`config.mk`:
```
export PLATFORM = sky130hd
export DESIGN_NAME = serial_subtractor_ctrl
export DESIGN_NICKNAME = d
export VERILOG_FILES = /design/src/rtl/serial_subtractor_ctrl.sv
export SDC_FILE = /design/constraint.sdc
export NUM_CORES = 1
export LEC_CHECK = 0
export CELL_PAD_IN_SITES_DETAIL_PLACEMENT = 1
export CELL_PAD_IN_SITES_GLOBAL_PLACEMENT = 1
export CORE_UTILIZATION = 38
export CTS_CLUSTER_SIZE = 10
export DETAILED_ROUTE_END_ITERATION = 10
export HOLD_SLACK_MARGIN = 0.08
export PLACE_DENSITY = 0.87
export SYNTH_ARGS = -nofsm -noshare
export SYNTH_HDL_FRONTEND = slang
export SYNTH_SLANG_ARGS = --single-unit
```
`constraint.sdc`:
```
create_clock -name clk -period 1.7 [get_ports clk]
set_input_delay 0.425 -clock clk [delete_from_list [all_inputs] [get_ports clk]]
set_output_delay 0.425 -clock clk [all_outputs]
set_load 0.01 [all_outputs]
```
`src/rtl/serial_subtractor_ctrl.sv`:
```
// Bit-serial A - B - BIN subtractor with start/busy/done handshake.
// One full subtractor (two half subtractors + borrow OR) reused LSB first.
module serial_subtractor_ctrl #(
  parameter int WIDTH = 8
) (
  input  logic             clk,
  input  logic             rst,
  input  logic             start,
  input  logic [WIDTH-1:0] a,
  input  logic [WIDTH-1:0] b,
  input  logic             bin,
  output logic             busy,
  output logic             done,
  output logic [WIDTH-1:0] diff,
  output logic             borrow_out
);

  localparam int IW = (WIDTH > 1) ? $clog2(WIDTH) : 1;
  localparam logic [IW-1:0] LAST = IW'(WIDTH - 1);

  typedef enum logic [1:0] {
    IDLE,
    RUN,
    DONE
  } state_t;

  state_t           state;
  logic [WIDTH-1:0] a_sr;
  logic [WIDTH-1:0] b_sr;
  logic [WIDTH-1:0] res;
  logic [IW-1:0]    idx;
  logic             br;

  logic hs1_d, hs1_b;
  logic hs2_d, hs2_b;
  logic br_nx;
  logic [WIDTH-1:0] res_nx;

  always_comb begin
    hs1_d  = a_sr[0] ^ b_sr[0];
    hs1_b  = ~a_sr[0] & b_sr[0];
    hs2_d  = hs1_d ^ br;
    hs2_b  = ~hs1_d & br;
    br_nx  = hs1_b | hs2_b;
    res_nx = {hs2_d, res[WIDTH-1:1]};
  end

  always_ff @(posedge clk) begin
    if (rst) begin
      state      <= IDLE;
      a_sr       <= '0;
      b_sr       <= '0;
      res        <= '0;
      idx        <= '0;
      br         <= 1'b0;
      busy       <= 1'b0;
      done       <= 1'b0;
      diff       <= '0;
      borrow_out <= 1'b0;
    end else begin
      unique case (state)
        IDLE: begin
          done <= 1'b0;
          if (start) begin
            a_sr  <= a;
            b_sr  <= b;
            br    <= bin;
            idx   <= '0;
            busy  <= 1'b1;
            state <= RUN;
          end
        end
        RUN: begin
          a_sr <= a_sr >> 1;
          b_sr <= b_sr >> 1;
          res  <= res_nx;
          br   <= br_nx;
          idx  <= idx + IW'(1);
          // last bit: publish result, results otherwise held
          if (idx == LAST) begin
            diff       <= res_nx;
            borrow_out <= br_nx;
            busy       <= 1'b0;
            done       <= 1'b1;
            state      <= DONE;
          end
        end
        DONE: begin
          done  <= 1'b0;
          busy  <= 1'b0;
          state <= IDLE;
        end
        default: begin
          busy  <= 1'b0;
          done  <= 1'b0;
          state <= IDLE;
        end
      endcase
    end
  end

endmodule
```
# [After elaboration in Yosys (flattened, before gate mapping)]
# Cells that the tools add are included.
# W data, S select, Z words.
[word_totals] elab_cells=43 out_inout_bits=11 inputBits=20 ff_bits=41
[classes] bitwise=8 eq_ne=4 mux=14 add_sub_neg=1 reduce_logical=6
[ops] op="$pmux W8 S2" count=2
[ops] op="$mux W8" count=2
[ops] op="$pmux W3 S2" count=1
[ops] op="$reduce_and A2 Y1" count=3
[ops] op="$mux W2" count=2
[ops] op="$ne A2 B2 Y1 const B" count=2
[ops] op="$pmux W1 S2" count=2
[ops] op="$pmux W2 S2" count=1
[ops] op="$add A3 B1 Y3 const B" count=1
[ops] op="$eq A3 B3 Y1 const B" count=1
[ops] op="$mux W1" count=3
[ops] op="$mux W3" count=1
[ops] op="$not A1 Y1" count=3
[ops] op="$and A1 B1 Y1" count=2
[ops] op="$eq A2 B1 Y1 const B" count=1
[ops] op="$logic_not A2 Y1" count=1
[ops] op="$reduce_bool A2 Y1" count=1
[ops] op="$reduce_or A2 Y1" count=1
[ops] op="$xor A1 B1 Y1" count=2
[ops] op="$or A1 B1 Y1" count=1

# [Depth between registers and ports, before layout]
[logic_depth] word_depth=5 ltp_mapped=6

# [Worst setup path before layout]
# No wires, ideal clock.
[synth_timing] path_kind="register to register" start="reg idx[0]" end="reg borrow_out" period_less_slack_ps=1290 slack_ps=410 n_path_buf=1 t_required_ps=1613 path_stages_with_launch=6 arrival_time_ps=1204 setup_ps=87 path_cell_list="dfxtp_1 > ha_1 > ha_1 > and3b_1 > buf_2 > a211oi_1"
[synth_between] elab_chain_cells=2
[synth_rtl] element="start, declared" line_no="31" source="logic [IW-1:0] idx;"
[synth_rtl] element="start signal, assigned" line_no="78" source="idx <= idx + IW'(1);"
[synth_rtl] element="$eq A3 B3 Y1" line_no="80" source="if (idx == LAST) begin"
[synth_rtl] element="$reduce_and A2 Y1 (no source line)"
[synth_rtl] element="end signal, assigned" line_no="82" source="borrow_out <= br_nx;"
[synth_rtl] element="end, declared" line_no="15" source="output logic borrow_out"
# Every way passes these cells.
# A chain may end at the register's enable or synchronous reset.

# [Worst setup path after layout]
[layout_timing] start="reg busy" end="out busy"
[layout_rtl] element="start, declared" line_no="12" source="output logic busy,"
[layout_rtl] element="start signal, assigned" line_no="56" source="busy <= 1'b0;"
[layout_rtl] element="start signal, assigned" line_no="69" source="busy <= 1'b1;"
[layout_rtl] element="start signal, assigned" line_no="83" source="busy <= 1'b0;"
# No word-level cell between the ends.

==> results.md <==
* Starting DRC count in detailed routing at 50
* CTS Hold Bufs at 0
* Critical path launch point type: flip-flop
* Cts repair resizes at 0
* Area delta synth->final at 29.7%
* Leak pwr at slightly below 0.8 nW
* Worst Path Required at 1270 ps
* DP Worst Slack at 22.9 ps
* Total Die Area at 4570 um^2
* CP Capture Type: primary output
* First-pass GRT wire length at 6230 um
* Worst R2R End: borrow_out
* RSZ-0062 raised after global routing: false
* Overall Global Routing Usage at 0.190
* Root Buffer: clkbuf_8
* DIE HEIGHT at 67.6 um
* Post-route DRC at 0
* RR Startpoint: idx[0]
* Vias at 1315
* DP HPWL at 2690 um
* R2R Setup Slk at 100 ps
* Leading cell type in the layout, fill and taps excluded: dfxtp_1
* Slew Limit Fails at 0
* Synth Area in Adders at 0.0275
* Post-synth cell types at 25
* DP Area at 2000 um^2
* Most frequent cells in the layout: dfxtp_1 (39), nand2_1 (30), clkdlybuf4s50_1 (30)
* Met2 usage at 0.337
* Syn_area_per_cell at ~9.6 um^2
* Hold Path Sink: diff[2]
* Core region area at 4060 um^2
* Drt pass-1 iters at 4
* Post-DR wirelength/cell at 15.2 um
* Length in cells of the worst reg-to-reg path at 5
* Hold Violations, Final at 0
* Peak supply drop at approximately 0.65 mV
* Hold path startpoint: diff[2]
* Fin crit period at 1620 ps
* Diodes inserted at 0
* Post-synthesis sequential area ratio at 0.477
* GP Congestion at 0.700
* Final worst slack at 79.2 ps
* Hold Crit Depth at 2
* Total CTS buffers at 5
* Largest net degree at the start of global routing at 40
* # IOs at 31
* Final setup violation count at 0
* Yosys warns at 0
* Final Skew at 4.98 ps
* Compound-cell area share of the yosys netlist at 0.188
* CTS H-tree lvls at 2
* Critical path's top delay family: buffers and inverters
* Pwr/cell area at 961 nW/um^2
* CTS max path bufs at 2
* Largest family of logic cells by synthesized area: compound AO/OA/AOI/OAI gates
* Post-Synthesis Net Count at 194
* Gr ovfl total at 0
* Setup Buffers After CTS at 0
* Worst-Margin Slew at 391 ps
* Outcome: completed
* Number of synthesized register bits at 39
* Die Wd at 67.6 um
* GR Util met1 at 0.217
* Number of port buffers at 30
* ANT nets after route at 0
* Setup tns final at 0 ps
* Vias in the first global route at 1301
* Min-Delay Path Class: flip-flop to flip-flop
* Starting Density at 0.403
* Dpl cells at 246
* Design area at 2120 um^2
* Non-Filler Instances at 254
* Worst Path Max Fanout at 3
* WP buf/inv at 1
* Post-Synthesis Cell Area at 1640 um^2
* Via density at 5.18
* CTS tree: yes
* CTS Sinks at 39
* Simple-Gate Fraction of Synth Area at 0.156
* Worst-Skew Late Latency at 290 ps
* Maxcap violations at 0
* Crit Path Class: flip-flop to primary output
* Nets at 226
* Cell Chain, Critical Path: clkdlybuf4s50_1
* Final period utilization at 0.953
* WL final at 3870 um
* Layout cell share with drive strength beyond 1 at 0.127
* Fmax at a little over 600 MHz
* Site row count at 23
* Synth Area in XOR/XNOR at 0
* Initial antenna violation count at 0
* Critical path's slowest cell: clkdlybuf4s50_1
* Crit path DAT at roughly 1200 ps
* Clock slew at reported path FFs at 80 ps
* Cells after synthesis at 171
* Max-slew headroom at 0.739
* Layer with the highest usage: met2
* Post-synthesis mux area share at 0.0918
* M3 GR Usage at 0.0456
* Max stage delay on crit path at 550 ps
per-stage QoR:
step	power, mW	hold WS (ps)	utilization
5_1_grt	2.12	475	0.523
3_3_place_gp	1.25	444	0.494
3_5_place_dp	1.26	449	0.494
6_report	2.04	456	0.523
2_1_floorplan	1.16	432	-
4_1_cts	2.06	460	0.523
how the worst max path moves through the flow:
stage                 from         end  cells after the start
global placement     start     b_sr[2]                      5
global route        idx[0]  borrow_out                      5
floorplan           idx[0]  borrow_out                      5
CTS                   busy        busy                      1
detailed placement   start     a_sr[0]                      5
finish                busy        busy                      1
flip-flops by register name, summed over array words and instances, names as in the netlist:
register and count:
a_sr 8, diff 8, state 1, b_sr 8, res 7, idx 3
br 1, borrow_out 1, done 1, busy 1
synth_stat cells:
master / number / area [um^2]
buf_2: 5 / 25.0
inv_1: 3 / 11.3
clkbuf_1: 3 / 11.3
nand3b_1: 1 / 7.51
buf_8: 1 / 15.0
fa_1: 1 / 20.0
a211oi_1: 6 / 45.0
ha_1: 2 / 25.0
buf_6: 3 / 33.8
a22oi_1: 4 / 30.0
o21ba_4: 1 / 16.3
a2111oi_0: 1 / 8.76
nor3b_1: 1 / 7.51
mux2i_1: 15 / 150
o21bai_1: 1 / 7.51
nand2_1: 30 / 113
nor3_1: 2 / 10.0
nor4b_1: 1 / 8.76
nor2b_1: 1 / 6.26
nor2_1: 23 / 86.3
or2b_1: 1 / 7.51
dfxtp_1: 39 / 781
a211oi_2: 10 / 125
a21oi_1: 15 / 75.1
and3b_1: 1 / 8.76
report_power, final:
part,switching (mW),internal (mW)
Combinational,0.125,0.134
Sequential,0.0257,0.956
Clock,0.322,0.475
Total,0.473,1.56
cell families (layout without fill, tap and decap cells):
group                    after synthesis  after routing
flip-flops                            39             39
buffers and inverters                 15             48
adder cells (fa/ha/maj)                3              3
AND/OR/NAND/NOR                       61             61
multiplexers                          15             15
AO/OA/AOI/OAI                         38             38
area by class of cell:
cell class / count / area [um^2]
Timing Repair Buffer: 37 / 390
Multi-Input combinational cell: 117 / 758
Sequential cell: 39 / 781
Inverter: 3 / 11.3
Clock inverter: 2 / 35.0
Fill cell: 453 / 1940
Clock buffer: 6 / 82.6
Tap cell: 50 / 62.6
per-layer routing:
metal | vias up | wire length (um)
met5 | - | 0
met3 | 5 | 99
li1 | 653 | -
met4 | 0 | 63
met1 | 637 | 1630
met2 | 20 | 2080
(Power assumes the default switching activity.)
